File: config.mk
export PLATFORM = sky130hd
export DESIGN_NAME = cm3_code_arbiter
export DESIGN_NICKNAME = d
export VERILOG_FILES = /design/src/rtl/cm3_code_arbiter.sv
export SDC_FILE = /design/constraint.sdc
export NUM_CORES = 1
export LEC_CHECK = 0
export ABC_AREA = 0
export CORE_ASPECT_RATIO = 1.2
export CORE_MARGIN = 2
export CORE_UTILIZATION = 43
export DETAILED_ROUTE_END_ITERATION = 6
export PLACE_DENSITY = 0.9
export SLEW_MARGIN = 30
export SYNTH_ARGS = -nofsm -noshare
export SYNTH_HDL_FRONTEND = slang
export SYNTH_SLANG_ARGS = --single-unit
File: constraint.sdc
create_clock -name HCLK -period 5.2 [get_ports HCLK]
set_input_delay 0.52 -clock HCLK [delete_from_list [all_inputs] [get_ports HCLK]]
set_output_delay 0.52 -clock HCLK [all_outputs]
set_load 0.005 [all_outputs]
File: src/rtl/cm3_code_arbiter.sv
// -----------------------------------------------------------------------------
// cm3_code_arbiter
//
// N-master AHB-Lite arbiter/multiplexer for the Cortex-M3 code region. It sits
// between the code-side masters (ICode, DCode, debug, DMA, ...) and the single
// code-memory slave port.
//
// Each master has an address holding register. A master that loses arbitration,
// or wins while the code bus is stalled, has its address phase captured and is
// stalled through HREADYM until the held transfer has been issued and its data
// phase completes. Nothing is dropped.
//
// Arbitration is fixed priority (ARB_MODE=0, lowest index wins) or round-robin
// (ARB_MODE=1). An accepted NONSEQ of a multi-beat burst locks the bus to its
// master while that master keeps presenting SEQ/BUSY.
//
// Handshake semantics (one rule for every port): an address phase presented
// with HTRANS[1]=1 is taken by this block at a rising HCLK edge where the
// matching HREADY seen by that master is 1. On the code side, an address phase
// on HADDRC/HTRANSC is accepted by the slave at an edge where HREADYC=1. A data
// phase completes at the edge where the relevant HREADY is 1.
//
// Ports (N = NUM_MASTERS; master m owns slice m of each flattened vector)
//   HCLK, HRESET               clock, asynchronous active-high reset
//   HADDRM/HTRANSM/HWRITEM/HSIZEM/HBURSTM/HPROTM/EXREQM
//                              master address phase inputs
//   HWDATAM                    master write data (data phase)
//   HREADYM/HRESPM/EXRESPM     per-master ready / response / exclusive response
//   HRDATAM                    per-master read data (HRDATAC broadcast)
//   HADDRC/HTRANSC/HWRITEC/HSIZEC/HBURSTC/HPROTC/EXREQC
//                              code-bus address phase outputs
//   HWDATAC                    code-bus write data of the data-phase owner
//   HMASTERC                   index of the master owning the address phase
//   HRDATAC/HREADYC/HRESPC/EXRESPC
//                              code-bus slave response inputs
// -----------------------------------------------------------------------------
module cm3_code_arbiter #(
  parameter int NUM_MASTERS = 2,
  parameter int ADDR_WIDTH  = 32,
  parameter int DATA_WIDTH  = 32,
  parameter int ARB_MODE    = 0,
  parameter int MID_WIDTH   = 1
) (
  input  logic                              HCLK,
  input  logic                              HRESET,
  input  logic [NUM_MASTERS*ADDR_WIDTH-1:0] HADDRM,
  input  logic [NUM_MASTERS*2-1:0]          HTRANSM,
  input  logic [NUM_MASTERS-1:0]            HWRITEM,
  input  logic [NUM_MASTERS*3-1:0]          HSIZEM,
  input  logic [NUM_MASTERS*3-1:0]          HBURSTM,
  input  logic [NUM_MASTERS*4-1:0]          HPROTM,
  input  logic [NUM_MASTERS*DATA_WIDTH-1:0] HWDATAM,
  input  logic [NUM_MASTERS-1:0]            EXREQM,
  output logic [NUM_MASTERS-1:0]            HREADYM,
  output logic [NUM_MASTERS*2-1:0]          HRESPM,
  output logic [NUM_MASTERS*DATA_WIDTH-1:0] HRDATAM,
  output logic [NUM_MASTERS-1:0]            EXRESPM,
  output logic [ADDR_WIDTH-1:0]             HADDRC,
  output logic [1:0]                        HTRANSC,
  output logic                              HWRITEC,
  output logic [2:0]                        HSIZEC,
  output logic [2:0]                        HBURSTC,
  output logic [3:0]                        HPROTC,
  output logic                              EXREQC,
  output logic [DATA_WIDTH-1:0]             HWDATAC,
  output logic [MID_WIDTH-1:0]              HMASTERC,
  input  logic [DATA_WIDTH-1:0]             HRDATAC,
  input  logic                              HREADYC,
  input  logic [1:0]                        HRESPC,
  input  logic                              EXRESPC
);

  localparam logic [1:0] TRANS_IDLE   = 2'b00;
  localparam logic [1:0] TRANS_NONSEQ = 2'b10;
  localparam logic [2:0] BURST_SINGLE = 3'b000;

  // One address phase worth of control.
  typedef struct packed {
    logic [ADDR_WIDTH-1:0] addr;
    logic [1:0]            trans;
    logic                  write;
    logic [2:0]            size;
    logic [2:0]            burst;
    logic [3:0]            prot;
    logic                  exreq;
  } aphase_t;

  // Arbiter state, kept together so it can be observed as one value.
  typedef struct packed {
    logic                 lock;
    logic [MID_WIDTH-1:0] lock_id;
    logic [MID_WIDTH-1:0] rr_ptr;
  } arb_state_t;

  // ---------------------------------------------------------------------------
  // Registers
  // ---------------------------------------------------------------------------
  arb_state_t           r_arb;
  logic [NUM_MASTERS-1:0] r_pend;
  aphase_t              r_hold [NUM_MASTERS];
  aphase_t              r_last;
  logic [MID_WIDTH-1:0] r_last_mid;
  logic                 r_dvalid;
  logic [MID_WIDTH-1:0] r_owner;

  // ---------------------------------------------------------------------------
  // Wires
  // ---------------------------------------------------------------------------
  aphase_t                w_live_ap [NUM_MASTERS];
  logic [DATA_WIDTH-1:0]  w_wdata_m [NUM_MASTERS];
  logic [NUM_MASTERS-1:0] w_is_owner;
  logic [NUM_MASTERS-1:0] w_live;
  logic [NUM_MASTERS-1:0] w_cand;
  logic [NUM_MASTERS-1:0] w_sel;
  logic [NUM_MASTERS-1:0] w_capture;
  logic [NUM_MASTERS-1:0] w_clear;
  logic [MID_WIDTH-1:0]   w_win_fix;
  logic [MID_WIDTH-1:0]   w_win_rr;
  logic [MID_WIDTH-1:0]   w_win;
  logic [MID_WIDTH-1:0]   w_rr_next;
  logic                   w_lock_eff;
  logic                   w_has_win;
  logic                   w_src_nonseq;
  aphase_t                w_src;
  aphase_t                w_out;

  // ---------------------------------------------------------------------------
  // Per-master unpacking and response routing
  // ---------------------------------------------------------------------------
  for (genvar g = 0; g < NUM_MASTERS; g++) begin : g_m
    assign w_live_ap[g] = '{addr:  HADDRM[g*ADDR_WIDTH +: ADDR_WIDTH],
                            trans: HTRANSM[g*2 +: 2],
                            write: HWRITEM[g],
                            size:  HSIZEM[g*3 +: 3],
                            burst: HBURSTM[g*3 +: 3],
                            prot:  HPROTM[g*4 +: 4],
                            exreq: EXREQM[g]};
    assign w_wdata_m[g]  = HWDATAM[g*DATA_WIDTH +: DATA_WIDTH];

    assign w_is_owner[g] = r_dvalid & (r_owner == MID_WIDTH'(g));

    // In its own data phase a master follows the slave; otherwise it is only
    // stalled while a transfer of its own is still held here.
    assign HREADYM[g] = w_is_owner[g] ? HREADYC : ~r_pend[g];
    assign HRESPM[g*2 +: 2] = w_is_owner[g] ? HRESPC : 2'b00;
    assign EXRESPM[g] = w_is_owner[g] & EXRESPC;
    assign HRDATAM[g*DATA_WIDTH +: DATA_WIDTH] = HRDATAC;

    // Requests are ignored while reset is asserted so the code bus stays IDLE.
    assign w_live[g] = ~HRESET & HTRANSM[g*2+1] & HREADYM[g];
    assign w_cand[g] = r_pend[g] | w_live[g];
    assign w_sel[g]  = w_has_win & (w_win == MID_WIDTH'(g));

    // A live request is captured unless it is passed straight through and
    // accepted this cycle. This also covers a winner whose older held transfer
    // is the one being issued: the new request replaces it in the hold slot.
    assign w_capture[g] = w_live[g] & ~(w_sel[g] & ~r_pend[g] & HREADYC);
    assign w_clear[g]   = w_sel[g] & r_pend[g] & HREADYC;
  end

  // ---------------------------------------------------------------------------
  // Arbitration
  // ---------------------------------------------------------------------------
  // The lock only constrains the bus while its master is mid-burst (SEQ/BUSY
  // both have HTRANS[0]=1); an IDLE or NONSEQ from it reopens arbitration at
  // once, so a waiting master is issued directly after the last beat.
  assign w_lock_eff = r_arb.lock & w_live_ap[r_arb.lock_id].trans[0];

  always_comb begin
    w_win_fix = '0;
    for (int i = NUM_MASTERS - 1; i >= 0; i--) begin
      if (w_cand[i]) w_win_fix = MID_WIDTH'(i);
    end
    // Round-robin: lowest candidate at or above the pointer, else wrap around
    // to the lowest candidate overall.
    w_win_rr = w_win_fix;
    for (int i = NUM_MASTERS - 1; i >= 0; i--) begin
      if (w_cand[i] && (MID_WIDTH'(i) >= r_arb.rr_ptr)) w_win_rr = MID_WIDTH'(i);
    end
  end

  assign w_win     = w_lock_eff ? r_arb.lock_id : ((ARB_MODE == 1) ? w_win_rr : w_win_fix);
  // A locked master keeps the bus even while presenting BUSY.
  assign w_has_win = w_lock_eff | (|w_cand);
  assign w_rr_next = (w_win == MID_WIDTH'(NUM_MASTERS - 1)) ? '0 : w_win + MID_WIDTH'(1);

  // A held transfer takes precedence over the live inputs of the same master.
  assign w_src        = r_pend[w_win] ? r_hold[w_win] : w_live_ap[w_win];
  assign w_src_nonseq = w_has_win & (w_src.trans == TRANS_NONSEQ);

  // With no winner the address bus parks on the last winner's values; r_last
  // always stores IDLE as its transfer type.
  assign w_out = w_has_win ? w_src : r_last;

  // ---------------------------------------------------------------------------
  // Code-bus outputs
  // ---------------------------------------------------------------------------
  assign HADDRC   = w_out.addr;
  assign HTRANSC  = w_out.trans;
  assign HWRITEC  = w_out.write;
  assign HSIZEC   = w_out.size;
  assign HBURSTC  = w_out.burst;
  assign HPROTC   = w_out.prot;
  assign EXREQC   = w_out.exreq;
  assign HMASTERC = w_has_win ? w_win : r_last_mid;
  assign HWDATAC  = w_wdata_m[r_owner];

  // ---------------------------------------------------------------------------
  // Arbiter state, data-phase owner and parked address
  // ---------------------------------------------------------------------------
  always_ff @(posedge HCLK or posedge HRESET) begin
    if (HRESET) begin
      r_arb      <= '0;
      r_dvalid   <= 1'b0;
      r_owner    <= '0;
      r_last     <= '0;
      r_last_mid <= '0;
    end else begin
      if (w_has_win) begin
        r_last       <= w_src;
        r_last.trans <= TRANS_IDLE;
        r_last_mid   <= w_win;
      end
      if (HREADYC) begin
        r_dvalid <= w_has_win & w_src.trans[1];
        if (w_has_win) r_owner <= w_win;
        if (w_src_nonseq) r_arb.rr_ptr <= w_rr_next;
        if (w_src_nonseq && (w_src.burst != BURST_SINGLE)) begin
          r_arb.lock    <= 1'b1;
          r_arb.lock_id <= w_win;
        end else if (!w_lock_eff) begin
          r_arb.lock <= 1'b0;
        end
      end
    end
  end

  // ---------------------------------------------------------------------------
  // Holding registers
  // ---------------------------------------------------------------------------
  always_ff @(posedge HCLK or posedge HRESET) begin
    if (HRESET) begin
      r_pend <= '0;
      for (int i = 0; i < NUM_MASTERS; i++) r_hold[i] <= '0;
    end else begin
      for (int i = 0; i < NUM_MASTERS; i++) begin
        if (w_capture[i]) begin
          r_pend[i] <= 1'b1;
          r_hold[i] <= w_live_ap[i];
        end else if (w_clear[i]) begin
          r_pend[i] <= 1'b0;
        end
      end
    end
  end

endmodule

==> results.sh <==
export IMPL_post_drt_wl_per_cell_um=22.7
export IMPL_grt_max_degree=75
export IMPL_cts_path_max_buffers=2
export IMPL_synth_seq_cells=143
export IMPL_asyncSetResetFlopFracSynth_pct=100
export IMPL_yosys_area_share_simple_pct=5.95
export IMPL_antennaDiodeCount=0
export IMPL_dpl_cell_area_mm2=0.00988
export IMPL_internal_power_w=0.00404
export IMPL_initial_antenna_violation_count=0
export IMPL_final_min_period_over_clock_period_pct=81.1
export IMPL_worst_slew_pin_slew_ps=973
export IMPL_min_delay_path_class="reg -> reg"
export IMPL_cts_hold_buf=0
export IMPL_num_vias=6089
export IMPL_seqCellArea_mm2=0.00358
export IMPL_path_class="in -> out"
export IMPL_grt_util_all_layers_pct=25.3
export IMPL_rsz0062_at_grt="no"
export IMPL_layoutNonFillerInstCount=1046
export IMPL_num_rows=53
export IMPL_flow_area_growth_from_synthesis_pct=35.8
export IMPL_cp_required_ps=4680
export IMPL_synth_top_area_share_pct=46.4
export IMPL_synth_top_family_by_area="multiplexers"
export IMPL_synth_enable_flop_cells=0
export IMPL_cts_repair_resized=0
export IMPL_clock_skew_ps=17.0
export IMPL_cp_data_arrival_time_ps=3700
export IMPL_power_share_of_the_combinational_group_pct=47.7
export IMPL_irDropWorstVdd_uv=285
export IMPL_final_design_area_no_fill_mm2=0.0105
export IMPL_critPathLaunchType="primary input"
export IMPL_share_seq_of_total_power_pct=32.4
export IMPL_synth_cells=646
export IMPL_initial_core_utilization_pct=43.9
export IMPL_powerDensity_mw_per_mm2=589
export IMPL_placed_cells=1014
export IMPL_synth_cell_type_count=45
export IMPL_syn_nets=840
export IMPL_critical_path_max_stage_delay_ps=570
export IMPL_num_io_pins=345
export IMPL_cp_max_fo=23
export IMPL_multiplexer_share_of_the_synthesized_area_pct=26.0
export IMPL_clk_transition_reported_paths_ps=60
export IMPL_drive_gt1_share_pct=18.9
export IMPL_clock_network_fraction_of_total_power_pct=19.9
export IMPL_slew_limit_headroom_pct=35.1
export IMPL_htree_num_levels=4
export IMPL_critical_path_slowest_cell="sky130_fd_sc_hd__clkdlybuf4s50_1"
export IMPL_max_freq_mhz=237
export IMPL_outcome="finished, final reports clean"
export IMPL_yosys_area_share_adder_pct=0
export IMPL_num_fill_cells=1374
export IMPL_final_max_slew_viol_count=0
export IMPL_place_gp_congestion=0.826
export IMPL_clk_lat_worst_skew_ps=430
export IMPL_detail_route_drc_violations=0
export IMPL_timing_hold_ws_ps=465
export IMPL_detailedPlacementHpwl_um=16700
export IMPL_floorplan_die_area_mm2=0.0190
export IMPL_ys_top_cells_by_area="sky130_fd_sc_hd__dfrtp_1 46%, sky130_fd_sc_hd__mux2_2 8.8%, sky130_fd_sc_hd__mux2_4 7.6%"
export IMPL_dr_first_iter_drc_count=304
export IMPL_chipWidth_um=126
export IMPL_synthesis_area_per_instance_um2=11.9
export IMPL_power_switching_share_pct=34.5
export IMPL_via_per_inst=5.82
export IMPL_final_global_route_overflow_total=0
export IMPL_synth_main_ff_cell="sky130_fd_sc_hd__dfrtp_1"
export IMPL_port_buffer_cells=248
export IMPL_path_common_cell="sky130_fd_sc_hd__clkdlybuf4s50_1"
export IMPL_via_count_of_the_first_global_routing_pass=6536
export IMPL_switching_power_w=0.00213
export IMPL_timing_final_hold_violations=0
export IMPL_cts_tree="built"
export IMPL_synth_yosys_warnings=0
export IMPL_worst_setup_path_end_kind="output pin"
export IMPL_final_nets=1007
export IMPL_synth_largest_area_cell="sky130_fd_sc_hd__dfrtp_1"
export IMPL_cts_buffers_inserted=17
export IMPL_max_cap_violations=0
export IMPL_setup_violation_total_in_the_final_timing_report=0
export IMPL_fp_coreArea_mm2=0.0176
export IMPL_detailedRoute_firstPassIterationCount=5
export IMPL_synth_area_mm2=0.00771
export IMPL_fin_setup_tns_ps=0
export IMPL_die_height_um=151
export IMPL_multi_input_area_mm2=0.00343
export IMPL_p_leak_nw=4.40
export IMPL_crit_path_cell_trace="clkdlybuf4s50_1 -> nor3b_2 -> o22a_1 -> o21ai_0 -> nand2_2 -> buf_12 -> mux2i_1 -> o221ai_1 -> clkdlybuf4s50_1"
export IMPL_rrSetupSlack_ps=1680
export IMPL_synth_xor_area_share_pct=0
export IMPL_grt_first_pass_wirelength_um=37100
export IMPL_compound_gate_portion_of_the_synthesized_area_pct=12.2
export IMPL_antenna_violating_nets_post_route=0
export IMPL_synth_seq_area_share_pct=46.4
export IMPL_cts_setup_buffers=0
export IMPL_finalWorstPathRequiredPeriod_ps=4220
export IMPL_wl_um=23700
export IMPL_cts_sinks=143
export IMPL_cts_root_buf="sky130_fd_sc_hd__clkbuf_16"
[area by class of cell]
| type | instances | share of cell area, % |
|---|---|---|
| Clock buffer | 17 | 4.06 |
| Multi-Input combinational cell | 388 | 32.7 |
| Sequential cell | 143 | 34.2 |
| Inverter | 4 | 0.191 |
| Clock inverter | 15 | 1.60 |
| Timing Repair Buffer | 259 | 24.6 |
| Tap cell | 220 | 2.63 |
[cells by family after synthesis]
group / after synthesis
AOI/OAI and AO/OA: 122
buffers and inverters: 115
DFF: 143
muxes: 170
and+or+nand+nor: 96
[registers in the layout (all words and copies together), names as in the netlist]
signal / flops
r_last: 44
r_pend: 2
r_arb: 2
r_last_mid: 1
r_hold: 92
r_dvalid: 1
r_owner: 1
[per-stage QoR]
stage,worst slack (ps),util [%],power [W]
after detailed placement,1040,56.2,0.00493
after global routing,790,59.6,0.00651
after floorplan,222,-,0.00361
after CTS,1020,59.6,0.00619
after global placement,1120,56.2,0.00483
final,981,59.6,0.00617
[power by group through the flow]
stage | registers [W] | clock network (W) | logic, W
2_1_floorplan | 0.00187 | 0 | 0.00174
5_1_grt | 0.00205 | 0.00130 | 0.00315
3_5_place_dp | 0.00199 | 0 | 0.00294
6_report | 0.00200 | 0.00123 | 0.00294
3_3_place_gp | 0.00195 | 0 | 0.00288
4_1_cts | 0.00198 | 0.00125 | 0.00296
[final timing paths]
kind	endpoint	cells after the start	startpoint
setup / recovery	HPROTC[0]	9	HREADYC
hold / removal	r_hold[59]	1	r_hold[59]
setup reg to reg	r_hold[90]	6	r_pend[0]
hold reg to reg	r_hold[59]	1	r_hold[59]
max in group asynchronous	r_last[42]	3	HRESET
min in group asynchronous	r_pend[1]	2	HRESET
[placed cells by master (no fill, tap or decap), types with 2 or more instances in the layout]
master,n
sky130_fd_sc_hd__a211oi_1,2
sky130_fd_sc_hd__or3_1,2
sky130_fd_sc_hd__nor3_1,3
sky130_fd_sc_hd__mux2_2,60
sky130_fd_sc_hd__inv_1,3
sky130_fd_sc_hd__inv_8,5
sky130_fd_sc_hd__and3_1,5
sky130_fd_sc_hd__o211ai_1,4
sky130_fd_sc_hd__mux2_1,28
sky130_fd_sc_hd__mux2i_1,43
sky130_fd_sc_hd__o21ai_0,7
sky130_fd_sc_hd__a2111oi_0,2
sky130_fd_sc_hd__inv_6,5
sky130_fd_sc_hd__clkbuf_16,17
sky130_fd_sc_hd__clkdlybuf4s50_1,248
sky130_fd_sc_hd__nand2b_1,6
sky130_fd_sc_hd__and2_1,3
sky130_fd_sc_hd__buf_4,9
sky130_fd_sc_hd__a22oi_1,40
sky130_fd_sc_hd__a21oi_1,7
sky130_fd_sc_hd__nand3_1,5
sky130_fd_sc_hd__dfrtp_2,2
sky130_fd_sc_hd__clkinv_4,2
sky130_fd_sc_hd__nor2b_1,2
sky130_fd_sc_hd__nor2_1,7
sky130_fd_sc_hd__dfrtp_1,141
sky130_fd_sc_hd__nand2_1,54
sky130_fd_sc_hd__o221ai_1,40
sky130_fd_sc_hd__o22ai_1,6
sky130_fd_sc_hd__a221oi_1,2
sky130_fd_sc_hd__o21a_1,2
sky130_fd_sc_hd__mux2_4,39
[layer usage]
metal  track usage (%)  part of all wire, %  vias up  routed length [µm]
li1                  -                    -     2659                   -
met4              12.2                  3.7        0                 884
met2              42.9                   50      294               11900
met5                 0                    0        -                   0
met3              6.47                  7.0       87                1660
met1              30.1                   39     3049                9260
[worst max-delay path, delay by kind of cell]
family	cells	cell delay, ps
buffers and inverters	3	1430
and+or+nand+nor	2	830
muxes	1	130
AOI/OAI and AO/OA	3	770
[Yosys cell counts (2+ instances only)]
master                      instances
sky130_fd_sc_hd__a2111oi_0          2
sky130_fd_sc_hd__a211oi_1           2
sky130_fd_sc_hd__a21oi_1            7
sky130_fd_sc_hd__a221oi_1           2
sky130_fd_sc_hd__a22oi_1           40
sky130_fd_sc_hd__and2_1             3
sky130_fd_sc_hd__and3_1             7
sky130_fd_sc_hd__buf_1              3
sky130_fd_sc_hd__buf_2              7
sky130_fd_sc_hd__buf_4             68
sky130_fd_sc_hd__buf_6              4
sky130_fd_sc_hd__clkbuf_1          29
sky130_fd_sc_hd__dfrtp_1          143
sky130_fd_sc_hd__inv_1              4
sky130_fd_sc_hd__mux2_1            28
sky130_fd_sc_hd__mux2_2            60
sky130_fd_sc_hd__mux2_4            39
sky130_fd_sc_hd__mux2i_1           43
sky130_fd_sc_hd__nand2_1           55
sky130_fd_sc_hd__nand2b_1           6
sky130_fd_sc_hd__nand3_1            5
sky130_fd_sc_hd__nor2_1             8
sky130_fd_sc_hd__nor2b_1            2
sky130_fd_sc_hd__nor3_1             3
sky130_fd_sc_hd__o211ai_1           4
sky130_fd_sc_hd__o21a_1             2
sky130_fd_sc_hd__o21ai_0            7
sky130_fd_sc_hd__o221ai_1          40
sky130_fd_sc_hd__o22ai_1            6
sky130_fd_sc_hd__or3_1              2
Note: power is estimated with default switching activity, not from simulation.
